$ cat src/rtl/uart_rx_fifo.sv
// rtl/uart_rx_fifo.sv - byte FIFO behind the UART receiver with level irq and flush
// Optional drop-on-full with sticky overrun: define UART_RX_FIFO_DROP_EN.
module uart_rx_fifo #(
  parameter int DEPTH = 16,
  parameter int CNT_W = $clog2(DEPTH) + 1
) (
  input  logic             clk,
  input  logic             reset_n,
  input  logic [7:0]       in_data,
  input  logic             in_valid,
  output logic             in_ready,
  output logic [7:0]       out_data,
  output logic             out_valid,
  input  logic             out_ready,
  input  logic             flush,
  input  logic [CNT_W-1:0] threshold,
  output logic [CNT_W-1:0] level,
  output logic             irq_level,
  output logic             overrun,
  input  logic             clr_overrun
);

  localparam int PTR_W = $clog2(DEPTH);
  localparam logic [CNT_W-1:0] FULL_LVL = CNT_W'(DEPTH);

  logic [7:0]       mem [DEPTH];
  logic [PTR_W-1:0] rd_ptr;
  logic [PTR_W-1:0] wr_ptr;
  logic [CNT_W-1:0] count;
  logic [CNT_W-1:0] count_nxt;
  logic             full;
  logic             push;
  logic             pop;

  assign full      = (count == FULL_LVL);
  assign out_valid = (count != '0);
  assign out_data  = mem[rd_ptr];
  assign level     = count;
  assign pop       = out_valid && out_ready;

`ifdef UART_RX_FIFO_DROP_EN
  logic drop;

  // Receiver is never stalled; a full FIFO only takes a byte if a pop frees a slot.
  assign in_ready = reset_n;
  assign push     = in_valid && reset_n && (!full || pop);
  assign drop     = in_valid && reset_n && full && !pop;

  always_ff @(posedge clk) begin
    if (!reset_n) begin
      overrun <= 1'b0;
    end else if (drop) begin
      overrun <= 1'b1;
    end else if (clr_overrun) begin
      overrun <= 1'b0;
    end
  end
`else
  logic unused_clr_overrun;

  assign in_ready           = reset_n && !full;
  assign push               = in_valid && in_ready;
  assign overrun            = 1'b0;
  assign unused_clr_overrun = clr_overrun;
`endif

  always_comb begin
    count_nxt = count;
    if (flush) begin
      count_nxt = '0;
    end else if (push && !pop) begin
      count_nxt = count + CNT_W'(1);
    end else if (pop && !push) begin
      count_nxt = count - CNT_W'(1);
    end
  end

  always_ff @(posedge clk) begin
    if (!reset_n) begin
      rd_ptr    <= '0;
      wr_ptr    <= '0;
      count     <= '0;
      irq_level <= 1'b0;
    end else begin
      count     <= count_nxt;
      // Built from next-state level so the irq moves in the same cycle as level.
      irq_level <= (threshold != '0) && (count_nxt >= threshold);
      if (flush) begin
        rd_ptr <= '0;
        wr_ptr <= '0;
      end else begin
        if (push) wr_ptr <= wr_ptr + PTR_W'(1);
        if (pop)  rd_ptr <= rd_ptr + PTR_W'(1);
      end
    end
  end

  always_ff @(posedge clk) begin
    if (push && !flush) begin
      mem[wr_ptr] <= in_data;
    end
  end

endmodule

$ cat config.mk
export PLATFORM = sky130hd
export DESIGN_NAME = uart_rx_fifo
export DESIGN_NICKNAME = d
export VERILOG_FILES = /design/src/rtl/uart_rx_fifo.sv
export SDC_FILE = /design/constraint.sdc
export NUM_CORES = 1
export LEC_CHECK = 0
export BUFFER_PORTS_ARGS = -buffer_cell sky130_fd_sc_hd__buf_2
export CORE_ASPECT_RATIO = 1.1
export CORE_MARGIN = 2
export CORE_UTILIZATION = 43
export CTS_CLUSTER_SIZE = 20
export DETAILED_ROUTE_END_ITERATION = 12
export SLEW_MARGIN = 20
export SYNTH_ARGS = -nofsm -noshare
export SYNTH_HDL_FRONTEND = slang
export SYNTH_SLANG_ARGS = --single-unit
$ cat constraint.sdc
create_clock -name clk -period 3.2 [get_ports clk]
set_input_delay 0.64 -clock clk [delete_from_list [all_inputs] [get_ports clk]]
set_output_delay 0.64 -clock clk [all_outputs]
set_load 0.02 [all_outputs]
==> run_summary.xml <==
<?xml version="1.0" encoding="UTF-8"?>
<metrics>
  <group name="yosys">
    <metric name="synth_area" unit="sq um">5890</metric>
    <metric name="cell_taking_the_most_area_after_synthesis" unit="">sky130_fd_sc_hd__edfxtp_1</metric>
    <metric name="synth_cells" unit="">314</metric>
    <metric name="yosys.cell_count.top_type" unit="">sky130_fd_sc_hd__edfxtp_1</metric>
    <metric name="synth-main-ff-cell" unit="">sky130_fd_sc_hd__edfxtp_1</metric>
    <metric name="yosys-top-cells-count" unit="">sky130_fd_sc_hd__edfxtp_1, sky130_fd_sc_hd__mux4_2, sky130_fd_sc_hd__nor2_1, sky130_fd_sc_hd__dfxtp_1, sky130_fd_sc_hd__ha_1</metric>
    <metric name="yosys_register_bits" unit="">146</metric>
    <metric name="syn_nets" unit="">345</metric>
    <metric name="number_of_enable_flip_flop_cells_after_synthesis" unit="">128</metric>
    <metric name="ys.warnings.count" unit="">0</metric>
    <metric name="synth_top_cell_area_share" unit="%">65.3</metric>
    <metric name="per_instance_average_area_after_synthesis" unit="sq um">18.8</metric>
    <metric name="number_of_library_cell_types_mapped_by_synthesis" unit="">37</metric>
    <metric name="synthTopCellsByArea" unit="">sky130_fd_sc_hd__edfxtp_1, sky130_fd_sc_hd__mux4_2, sky130_fd_sc_hd__dfxtp_1, sky130_fd_sc_hd__ha_1, sky130_fd_sc_hd__nor2_1</metric>
    <metric name="ys_async_sr_fraction" unit="%">0</metric>
    <metric name="seq_area_frac_synth" unit="%">71.4</metric>
  </group>
  <group name="route">
    <metric name="routed-wl-met3" unit="microns">382</metric>
    <metric name="post_drt_wl_per_cell" unit="microns">20.4</metric>
    <metric name="drt_first_pass_iters" unit="">4</metric>
    <metric name="met2WireLength" unit="microns">5860</metric>
    <metric name="maxUsedRoutingLayer" unit="">met4</metric>
    <metric name="drt_wl_total" unit="microns">11500</metric>
    <metric name="post-route-drc-count" unit="">0</metric>
    <metric name="drt.antenna.violating_nets" unit="">0</metric>
    <metric name="drt-initial-drc-count" unit="">209</metric>
    <metric name="via_per_inst" unit="">5.19</metric>
    <metric name="met1_length" unit="microns">5060</metric>
    <metric name="route.vias.total" unit="">2927</metric>
  </group>
  <group name="power_and_ir_drop">
    <metric name="internal_power" unit="uW">3190</metric>
    <metric name="switch_share" unit="%">19.8</metric>
    <metric name="power_leakage" unit="uW">0.00229</metric>
    <metric name="pwr-share-seq" unit="%">52.4</metric>
    <metric name="power.ir.vdd_worst" unit="V">0.000241</metric>
    <metric name="clock_power_share" unit="%">43.7</metric>
    <metric name="p_per_area" unit="nW/um^2">579</metric>
    <metric name="comb_power_share" unit="%">3.9</metric>
    <metric name="power_switching" unit="uW">788</metric>
  </group>
  <group name="cells_and_area">
    <metric name="fraction_of_final_layout_cells_sized_beyond_drive_strength_1" unit="%">29.7</metric>
    <metric name="num_antenna_cells" unit="">0</metric>
    <metric name="num-nets-final" unit="">399</metric>
    <metric name="layout-area-overhead-vs-synth" unit="%">16.6</metric>
  </group>
  <group name="timing">
    <metric name="timing.fmax" unit="MHz">324</metric>
    <metric name="rsz_0062_raised_after_global_routing" unit="">no</metric>
    <metric name="timing.final.setup_violations" unit="">0</metric>
    <metric name="timing.clock.skew" unit="ns">0.00766</metric>
    <metric name="slew_headroom" unit="%">58.2</metric>
    <metric name="drv_slew" unit="">0</metric>
    <metric name="fin_ws" unit="ns">0.113</metric>
    <metric name="hold_viol_final" unit="">0</metric>
    <metric name="finalWorstPathRequiredPeriod" unit="ns">3.09</metric>
    <metric name="part_of_the_cycle_the_worst_path_needs" unit="%">96.5</metric>
    <metric name="setup_tns" unit="ns">0</metric>
    <metric name="worst_slew_pin_slew" unit="ns">0.626</metric>
  </group>
  <group name="worst_setup_path">
    <metric name="crit_path_end" unit="">out_data[4]</metric>
    <metric name="crit_chain" unit="">buf_4 -&gt; mux4_2 -&gt; mux4_2 -&gt; buf_2</metric>
    <metric name="critical_path_type" unit="">flop to output pin</metric>
    <metric name="worstSetupStartpointType" unit="">flop</metric>
    <metric name="timing.critical_path.to_type" unit="">output pin</metric>
    <metric name="worst_path_most_repeated_cell" unit="">sky130_fd_sc_hd__mux4_2</metric>
    <metric name="regToRegStartpoint" unit="">level[1]$_SDFF_PN0_</metric>
    <metric name="cp_data_required_time" unit="ns">2.56</metric>
    <metric name="reg2reg_setup_slack" unit="ns">0.22</metric>
    <metric name="arrival" unit="ns">2.45</metric>
    <metric name="cp_top_family" unit="">multiplexers</metric>
    <metric name="register_to_register_path_depth" unit="">13</metric>
    <metric name="timing.critical_path.depth" unit="">4</metric>
    <metric name="crit_path_top_delay_cell" unit="">sky130_fd_sc_hd__mux4_2</metric>
    <metric name="worst-path-max-fanout" unit="">8</metric>
    <metric name="critical_path.reg2reg.endpoint" unit="">irq_level$_SDFF_PN0_</metric>
    <metric name="critPathBufInv" unit="">2</metric>
    <metric name="delay_of_the_slowest_cell_on_the_worst_path" unit="ns">0.56</metric>
  </group>
  <group name="global_route">
    <metric name="grt.overflow.total" unit="">0</metric>
    <metric name="largest_net_degree_at_the_start_of_global_routing" unit="">33</metric>
    <metric name="global_route_wire_length_before_repair" unit="microns">18200</metric>
    <metric name="global_route.usage.total" unit="%">17.5</metric>
    <metric name="first_global_vias" unit="">3102</metric>
    <metric name="grt_antenna_before_repair" unit="">0</metric>
  </group>
  <group name="floorplanning">
    <metric name="die_height" unit="microns">127</metric>
    <metric name="core_area" unit="sq um">13300</metric>
    <metric name="floorplan.io_pins" unit="">36</metric>
    <metric name="die_x" unit="microns">116</metric>
    <metric name="die-area" unit="sq um">14600</metric>
    <metric name="initial_core_util" unit="%">44.4</metric>
    <metric name="std_cell_rows" unit="">44</metric>
  </group>
  <group name="run_status">
    <metric name="outcome" unit="">finished, final reports clean</metric>
  </group>
  <group name="clock_network">
    <metric name="clk-insertion-delay-late" unit="ns">0.41</metric>
    <metric name="clock_tree_from_tritoncts" unit="">yes</metric>
    <metric name="hold_buffers" unit="">0</metric>
    <metric name="cts.root.buffer_cell" unit="">sky130_fd_sc_hd__clkbuf_16</metric>
    <metric name="postCtsResizedCells" unit="">0</metric>
    <metric name="clock_sink_count" unit="">146</metric>
    <metric name="cts.clk_slew.worst_paths" unit="ns">0.05</metric>
    <metric name="cts_setup_buffers" unit="">0</metric>
    <metric name="ctsLongestPathBuffers" unit="">2</metric>
    <metric name="cts-htree-levels" unit="">4</metric>
    <metric name="cts_buffers" unit="">17</metric>
  </group>
  <group name="flow_run">
    <metric name="max-cap-violations" unit="">0</metric>
  </group>
  <group name="place">
    <metric name="routabilityCongestion" unit="">0.729</metric>
    <metric name="place.port_buffers" unit="">33</metric>
    <metric name="pre_cts_slack" unit="ns">0.210</metric>
    <metric name="dp_hpwl" unit="microns">7430</metric>
  </group>
  <group name="min_path">
    <metric name="worst_hold_path_type" unit="">input pin to flop</metric>
    <metric name="hold_depth" unit="">3</metric>
  </group>
</metrics>
[through the flow]
| step | hold slack, ns | cell area (sq um) | utilization [%] | cells | total power [uW] |
|---|---|---|---|---|---|
| 2_1_floorplan | 0.481 | 5890 | - | 314 | 2220 |
| 3_3_place_gp | 0.513 | 6360 | 47.9 | 533 | 2280 |
| 3_5_place_dp | 0.515 | 6360 | 47.9 | 533 | 2280 |
| 4_1_cts | 0.487 | 6870 | 51.8 | 564 | 4020 |
| 5_1_grt | 0.497 | 6870 | 51.8 | 564 | 4120 |
| 6_report | 0.512 | 6870 | 51.8 | 564 | 3980 |
[final cells by class]
cell class                      instances  area [sq um]
Multi-Input combinational cell        145          1590
Fill cell                            1076          6400
Tap cell                              184           230
Clock buffer                           23           448
Inverter                                9          33.8
Clock inverter                          8          63.8
Timing Repair Buffer                   49           298
Sequential cell                       146          4210
[state kept, by name, indices dropped and copies added, names as in the netlist, named ones only]
signal,count
mem,128
wr_ptr,4
rd_ptr,4
level,5
irq_level,1
[worst register-to-register path: stages, from the launching register on]
cell	delay (ns)
sky130_fd_sc_hd__dfxtp_1	0.36
sky130_fd_sc_hd__inv_1	0.09
sky130_fd_sc_hd__ha_1	0.19
sky130_fd_sc_hd__or4b_1	0.57
sky130_fd_sc_hd__a211oi_4	0.36
sky130_fd_sc_hd__nor3_1	0.09
sky130_fd_sc_hd__nand2b_1	0.16
sky130_fd_sc_hd__or2_1	0.21
sky130_fd_sc_hd__ha_1	0.27
sky130_fd_sc_hd__nand2b_1	0.14
sky130_fd_sc_hd__a21oi_1	0.15
sky130_fd_sc_hd__nor2b_1	0.06
sky130_fd_sc_hd__o21ai_0	0.14
sky130_fd_sc_hd__a21oi_1	0.09
[kinds of logic (layout without fill, tap and decap cells)]
logic type / Yosys count / after routing / synth area share, %
AO/OA/AOI/OAI: 15 / 15 / 1.91
XOR/XNOR: 8 / 8 / 1.19
adder cells (fa/ha/maj): 12 / 12 / 2.55
buffers and inverters: 23 / 89 / 1.62
flip-flops: 146 / 146 / 71.4
multiplexers: 41 / 41 / 15.5
other: 1 / 1 / 0.0637
AND/OR/NAND/NOR: 68 / 68 / 5.80
[layout by cell type, fill, tap and decap left out, types with 2 or more instances in the layout]
cell type	n
sky130_fd_sc_hd__nand2_1	11
sky130_fd_sc_hd__a22oi_1	2
sky130_fd_sc_hd__a21oi_1	4
sky130_fd_sc_hd__buf_4	15
sky130_fd_sc_hd__clkinv_1	4
sky130_fd_sc_hd__and3_1	5
sky130_fd_sc_hd__nand2b_1	4
sky130_fd_sc_hd__clkbuf_16	17
sky130_fd_sc_hd__nor2b_1	5
sky130_fd_sc_hd__dfxtp_1	17
sky130_fd_sc_hd__o211ai_1	2
sky130_fd_sc_hd__xor2_1	6
sky130_fd_sc_hd__nor3_1	2
sky130_fd_sc_hd__buf_2	33
sky130_fd_sc_hd__inv_1	9
sky130_fd_sc_hd__ha_1	12
sky130_fd_sc_hd__clkbuf_1	6
sky130_fd_sc_hd__clkinv_2	2
sky130_fd_sc_hd__mux4_2	40
sky130_fd_sc_hd__nor2_1	29
sky130_fd_sc_hd__nand4_1	3
sky130_fd_sc_hd__o21ai_0	3
sky130_fd_sc_hd__xnor2_1	2
sky130_fd_sc_hd__edfxtp_1	128
[metal layers]
| metal | up-vias | global-route usage [%] |
|---|---|---|
| li1 | 1351 | - |
| met1 | 1497 | 22.4 |
| met2 | 68 | 28.5 |
| met3 | 11 | 4.01 |
| met4 | 0 | 7.44 |
| met5 | - | 0 |
[worst min-delay path by stage]
stage,startpoint,end,slack (ns)
finish,reset_n,irq_level$_SDFF_PN0_,0.51
global route,reset_n,irq_level$_SDFF_PN0_,0.50
CTS,reset_n,irq_level$_SDFF_PN0_,0.49
detailed placement,rd_ptr[1]$_SDFFE_PP0N_,rd_ptr[1]$_SDFFE_PP0N_,0.51
global placement,rd_ptr[1]$_SDFFE_PP0N_,rd_ptr[1]$_SDFFE_PP0N_,0.51
floorplan,rd_ptr[1]$_SDFFE_PP0N_,flop,0.48
[power groups by stage]
| stage | clock [uW] | sequential, uW | combinational [uW] |
|---|---|---|---|
| floorplan | 0 | 2120 | 93.5 |
| global placement | 0 | 2120 | 153 |
| detailed placement | 0 | 2120 | 159 |
| CTS | 1780 | 2080 | 159 |
| global route | 1860 | 2090 | 174 |
| finish | 1740 | 2080 | 156 |
(Power assumes the default switching activity.)
